$ cat config.mk
export PLATFORM = sky130hd
export DESIGN_NAME = instr_mem_loader
export DESIGN_NICKNAME = d
export VERILOG_FILES = /design/src/rtl/instr_mem_loader.sv
export SDC_FILE = /design/constraint.sdc
export NUM_CORES = 1
export LEC_CHECK = 0
export BUFFER_PORTS_ARGS = -buffer_cell sky130_fd_sc_hd__buf_2
export CORE_UTILIZATION = 40
export DETAILED_ROUTE_END_ITERATION = 7
export GPL_TIMING_DRIVEN = 0
export MAX_ROUTING_LAYER = met4
export PLACE_DENSITY_LB_ADDON = 0.2
export SETUP_SLACK_MARGIN = 0.1
export SLEW_MARGIN = 20
export SYNTH_ARGS = -nofsm -noshare
export SYNTH_HDL_FRONTEND = slang
export SYNTH_SLANG_ARGS = --single-unit
$ cat constraint.sdc
create_clock -name clk -period 5.6 [get_ports clk]
set_clock_uncertainty 0.05 [all_clocks]
set_input_delay 0.84 -clock clk [delete_from_list [all_inputs] [get_ports clk]]
set_output_delay 0.84 -clock clk [all_outputs]
set_load 0.05 [all_outputs]
$ cat src/rtl/instr_mem_loader.sv
// Boot-time instruction RAM loader: assembles a UART byte frame into 32-bit words,
// verifies its XOR checksum and releases the core only after a good image.
module instr_mem_loader #(
    parameter int          addr_bits      = 8,
    parameter int          data_width     = 32,
    parameter logic [7:0]  SYNC_BYTE      = 8'hA5,
    parameter int          TIMEOUT_CYCLES = 1000000
) (
    input  logic                  clk,
    input  logic                  reset,
    input  logic [7:0]            rx_data,
    input  logic                  rx_valid,
    output logic                  ram_we,
    output logic [addr_bits-1:0]  ram_addr,
    output logic [data_width-1:0] ram_wdata,
    output logic                  cpu_hold,
    output logic                  load_done,
    output logic                  load_error
);

    localparam int AW = addr_bits + 1;
    localparam int TW = $clog2(TIMEOUT_CYCLES + 1);
    localparam logic [AW-1:0] ONE = AW'(1);

    typedef enum logic [2:0] {
        IDLE, COUNT, DATA, CHECK, DONE, ERROR
    } state_t;

    state_t        state, state_nxt;
    logic [AW-1:0] n_words, word_idx;
    logic [1:0]    byte_idx;
    logic [7:0]    csum;
    logic [23:0]   asm_q;
    logic [TW-1:0] tcnt;
    logic          active, timed_out, n_bad, last_word, is_sync;

    always_ff @(posedge clk or posedge reset) begin
        if (reset) state <= IDLE;
        else       state <= state_nxt;
    end

    always_comb begin
        state_nxt = state;
        active    = (state == COUNT) || (state == DATA) || (state == CHECK);
        timed_out = active && !rx_valid && (tcnt == TW'(TIMEOUT_CYCLES - 1));
        n_bad     = (rx_data == 8'h00) || (int'(rx_data) > (1 << addr_bits));
        last_word = (byte_idx == 2'd3) && ((word_idx + ONE) == n_words);
        is_sync   = rx_valid && (rx_data == SYNC_BYTE);
        unique case (state)
            IDLE, DONE, ERROR: begin
                if (is_sync) state_nxt = COUNT;
            end
            COUNT: begin
                if (rx_valid) state_nxt = n_bad ? ERROR : DATA;
            end
            DATA: begin
                if (rx_valid && last_word) state_nxt = CHECK;
            end
            CHECK: begin
                if (rx_valid) state_nxt = (rx_data == csum) ? DONE : ERROR;
            end
            default: state_nxt = IDLE;
        endcase
        if (timed_out) state_nxt = ERROR;
    end

    // Status flags follow the next state so they are registered yet aligned
    always_ff @(posedge clk or posedge reset) begin
        if (reset) begin
            ram_we     <= 1'b0;
            ram_addr   <= '0;
            ram_wdata  <= '0;
            cpu_hold   <= 1'b1;
            load_done  <= 1'b0;
            load_error <= 1'b0;
            n_words    <= '0;
            word_idx   <= '0;
            byte_idx   <= '0;
            csum       <= '0;
            asm_q      <= '0;
            tcnt       <= '0;
        end else begin
            ram_we     <= 1'b0;
            cpu_hold   <= (state_nxt != DONE);
            load_done  <= (state_nxt == DONE);
            load_error <= (state_nxt == ERROR);
            if (!active || rx_valid) tcnt <= '0;
            else                     tcnt <= tcnt + TW'(1);
            if (rx_valid && state == COUNT) begin
                n_words  <= AW'(rx_data);
                word_idx <= '0;
                byte_idx <= '0;
                csum     <= '0;
            end
            if (rx_valid && state == DATA) begin
                csum     <= csum ^ rx_data;
                byte_idx <= byte_idx + 2'd1;
                if (byte_idx == 2'd3) begin
                    ram_we    <= 1'b1;
                    ram_addr  <= word_idx[addr_bits-1:0];
                    ram_wdata <= {rx_data, asm_q};
                    word_idx  <= word_idx + ONE;
                end else begin
                    asm_q[8*byte_idx +: 8] <= rx_data;
                end
            end
        end
    end

endmodule

**After elaboration in Yosys (flattened, before gate mapping)**

Cells that the tools add are included.

- Logic and storage cells: 71
- Flip-flop bits (word level): 118
- Output and inout port bits: 44
- Input port bits: 11

- Eq/ne operators: 13
- Shifts and indexed selects: 2
- $add $sub $neg: 4
- Bitwise logic cells: 2
- Multiplexer cells: 19
- Reduce and logical (&&, ||, !) cells: 18

Operators by type and width:

| kind | number |
|---|---|
| $neg 5->34 | 1 |
| $shift 8x34->24 const A | 1 |
| $shiftx 8x34->24 | 1 |
| $mux 9 | 3 |
| $bwmux 24 | 1 |
| $add 20x1->20 const B | 1 |
| $eq 20x20->1 const B | 1 |
| $mux 20 | 1 |
| $mux 3 | 6 |
| $mux 8 | 2 |
| $eq 3x3->1 const B | 4 |
| $pmux 3 s4 | 1 |
| $add 9x1->9 const B | 1 |
| $eq 9x8->1 | 1 |
| $eq 8x8->1 | 1 |
| $eq 8x8->1 const B | 1 |
| $logic_not 8->1 | 1 |
| $xor 8x8->8 | 1 |
| $logic_and 1x1->1 | 7 |
| $eq 3x2->1 const B | 2 |
| $mux 2 | 2 |
| $reduce_and 2->1 | 2 |
| $eq 3x1->1 const B | 1 |
| $logic_not 3->1 | 1 |
| other kinds (9) | 14 |

**Depth between registers and ports, before layout**

- Depth in word-level cells: 8
- Gate-level depth with buffers: 7
- Mapped depth without buffers: 6

**Least setup slack after synthesis**

No wires, ideal clock.

- Kind: input to register
- From: input port rx_data[1]
- To: register load_done
- Path buffers: 1
- Library setup time: 0.119 ns
- Required time: 5.431 ns
- Data arrival time: 1.967 ns
- Slack: 3.464 ns
- Stages: 6
- Cell sequence: buf_2 nor4_1 a21oi_1 and4bb_2 a211oi_1 and2_1

- Word-level cells in the longest chain between the ends: 6
- Elaborated cells on any way between the ends: 12
- Those cells by class: eq/ne: 3; mux: 7; reduce/logical: 2

Ends and longest elaborated chain:

| item | RTL line | RTL |
|---|---|---|
| from (decl) | 11 | `input logic [7:0] rx_data,` |
| $eq 8x8->1 (tied with other cells) | 60 | `if (rx_valid) state_nxt = (rx_data == csum) ? DONE : ERROR;` |
| $mux 1 (tied with other cells) | 60 |  |
| $mux 3, on equally long branches | 60, 51, 54 |  |
| $pmux 3 s4 (*) | 49 | `unique case (state)` |
| $mux 3 (*) | 64 | `if (timed_out) state_nxt = ERROR;` |
| $eq 3x3->1 (*) | 85 | `load_done <= (state_nxt == DONE);` |
| to (signal assigned) | 85 |  |
| to (decl) | 17 | `output logic load_done,` |

Every way passes the cells marked *; elsewhere a longest branch is shown, timed or not.
A chain may end at the register's enable or synchronous reset.

**Worst setup path after layout**

Same ends and word-level chain as after synthesis.

==> results.yml <==
status:
  status: "finished, final reports clean"
critical_path:
  end_kind: "flop"
  required_ps: 5900
  cp.arrival_ps: 2470
  crit_chain: "buf_2 -> xor2_1 -> nor4_1 -> nand4_1 -> a211oi_1 -> and2_1"
  start_kind: "primary input"
  crit_path_max_incr_delay_ps: 510
  worstSetupPathType: "primary input to flop"
  cp_slowest_cell: "a211oi_1"
  path_max_fanout: 9
timing:
  period_needed_ps: 2170
  finalSetupViolCount: 0
  slew_headroom: 0.382
  fmax_mhz: 461
  hold_violations: 0
  worstMarginPinSlew_ps: 925
  layout_worst_path_cycle_share: 0.388
  tns_ps: 0
  rsz0062_at_grt: "no"
  holdWs_ps: 386
  maxSlewViolCount: 0
cts:
  root_buffer: "clkbuf_16"
  h-tree-depth: 4
  cts_max_path_buffers: 2
  cts_tree: "yes"
  cts_made_buffers: 17
  clk_latency_ps: 420
  cts_setup_buffers: 0
  holdBufCountCts: 0
  cts_resized: 0
  clk_pin_slew_ps: 50
  cts.sinks: 118
yosys:
  synth_seq_area_share: 0.547
  synth_most_common_cell: "nand2_1"
  ys_ff_latch: 118
  synth_warnings: 0
  avgSynthCellArea_um2: 9.26
  syn_inst: 583
  ys_types: 52
  yosys.area.top_type: "dfrtp_1"
  syn-num-nets: 601
  syn_area_um2: 5400
  synthFlopType: "dfrtp_1"
  synth_top_area_frac: 0.542
  async_reset_ff_frac: 1.00
  ys_top_cells_by_area: "dfrtp_1, nand2_1, o21ai_0"
  synth-edff-count: 0
  ys_top_cells_by_count: "nand2_1, dfrtp_1, o21ai_0"
placed_design:
  hpwl_um: 8000
  io_buffers: 46
  gp_congestion: 0.859
die:
  die_w_um: 118
  coreArea_um2: 13200
  num_rows: 42
  die_area_um2: 14000
  die_h_um: 118
  io_pins: 55
  start_util: 0.409
power_and_ir_drop:
  p_seq_frac: 0.400
  comb_power_share: 0.185
  netSwitchingPower_w: 0.000776
  ir_drop_mv: 0.222
  power.internal_w: 0.00184
  swShare: 0.297
  pwr-share-clk: 0.415
  leakage_nw: 3.16
  power_density_nw_per_um2: 404
layout:
  num-nets-final: 667
  diodes: 0
  area_growth_pct: 19.9
  drive_gt1_frac: 0.179
  fillers: 1247
  multiInputGateArea_um2: 2250
  register_area_um2: 2950
routing:
  num_vias: 4204
  drtIter0Drc: 299
  drt_first_pass_iters: 4
  routedWlPerCell_um: 14.1
  antenna_left: 0
  via_per_inst: 5.02
  wl_um: 11800
  drc: 0
flow_run:
  maxCapViolations: 0
global_route:
  antenna_found_initial: 0
  grt_pass1_vias: 4123
  grt_usage: 0.191
  grt_remaining_overflow: 0
  grt_first_pass_wirelength_um: 20300
  grt_max_degree: 73
worst_hold_path:
  hold_path_class: "primary input to asynchronous set/reset pin"
[worst max-delay path, delay by kind of cell]
family | cells | cell delay [ps]
compound gates | 1 | 510
xor+xnor | 1 | 180
buf+inv | 1 | 180
simple gates | 3 | 760
[cell type report]
cell class	instances	area share
clock buffers	22	0.0717
multi-input cells	424	0.347
inverters	9	0.00599
well taps	176	0.0340
clock inverters	9	0.0195
flip-flops and latches	118	0.456
repair buffers	47	0.0398
plain buffers	32	0.0251
[kinds of logic (layout without fill, tap and decap cells)]
family                     after synthesis  after routing  share of synthesized area
adders and majority gates                7              7                     0.0162
muxes                                   10             10                     0.0204
and+or+nand+nor                        292            292                      0.243
AOI/OAI and AO/OA                       84             84                     0.0867
DFF                                    118            118                      0.547
xor gates and xnor gates                31             31                     0.0503
buffers and inverters                   41            119                     0.0364
[state kept, by name, summed over array words and instances (netlist names)]
register	count
csum	8
state	3
word_idx	9
load_error	1
asm_q	24
ram_we	1
ram_wdata	32
byte_idx	2
cpu_hold	1
tcnt	20
ram_addr	8
n_words	8
load_done	1
[per-stage QoR]
stage	instances	cell area [um2]	util	total power [W]	setup WS [ps]
final	837	6470	0.491	0.00261	3430
after global routing	837	6470	0.491	0.00276	3270
after CTS	837	6470	0.491	0.00264	3410
after detailed placement	806	5880	0.446	0.00154	2970
after global placement	805	5850	0.443	0.00152	295
after floorplan	583	5400	-	0.00142	1580
[power by group through the flow]
stage	clock network, W	logic [W]	registers [W]
2_1_floorplan	0	0.000276	0.00114
3_3_place_gp	0	0.000470	0.00105
3_5_place_dp	0	0.000487	0.00106
4_1_cts	0.00111	0.000488	0.00105
5_1_grt	0.00115	0.000541	0.00106
6_report	0.00108	0.000483	0.00105
[final timing paths]
kind / slack, ps / start / to / depth (start not counted)
setup / recovery: 3430 / rx_data[1] / load_done$_DFF_PP0_ / 6
hold / removal: 390 / reset / ram_wdata[7]$_DFFE_PP0P_ / 2
setup reg to reg: 3460 / word_idx[1]$_DFF_PP0_ / state[0]$_DFF_PP0_ / 6
hold reg to reg: 410 / tcnt[0]$_DFF_PP0_ / tcnt[0]$_DFF_PP0_ / 1
max in group asynchronous: 4430 / reset / ram_wdata[24]$_DFFE_PP0P_ / 3
min in group clk: 410 / tcnt[0]$_DFF_PP0_ / tcnt[0]$_DFF_PP0_ / 1
[routing by layer]
metal	wire length, um	vias up	global-route usage
met1	5720	2025	0.241
li1	-	2069	-
met2	5460	95	0.289
met5	0	-	-
met4	202	0	0.0921
met3	443	15	0.0454
[placed cells by master, fill, tap and decap left out, types with 2 or more instances in the layout]
master / instances
nor4b_1: 2
or3_1: 4
nand4_1: 10
a21oi_1: 10
and2_1: 4
clkbuf_1: 12
inv_1: 7
nor3_1: 6
ha_1: 7
dfrtp_1: 117
nor2_1: 28
xnor2_1: 13
xor2_1: 18
nor2b_1: 2
nor4_1: 6
nor3b_1: 3
and3_1: 4
mux2_2: 8
clkbuf_8: 2
nand3_1: 10
o21ai_0: 58
clkbuf_16: 17
buf_6: 2
and4_1: 2
a31oi_1: 2
and4bb_2: 2
nand2_1: 199
o31ai_1: 4
clkinv_2: 4
buf_2: 65
bufinv_16: 3
mux2i_1: 2
(Power assumes the default switching activity.)
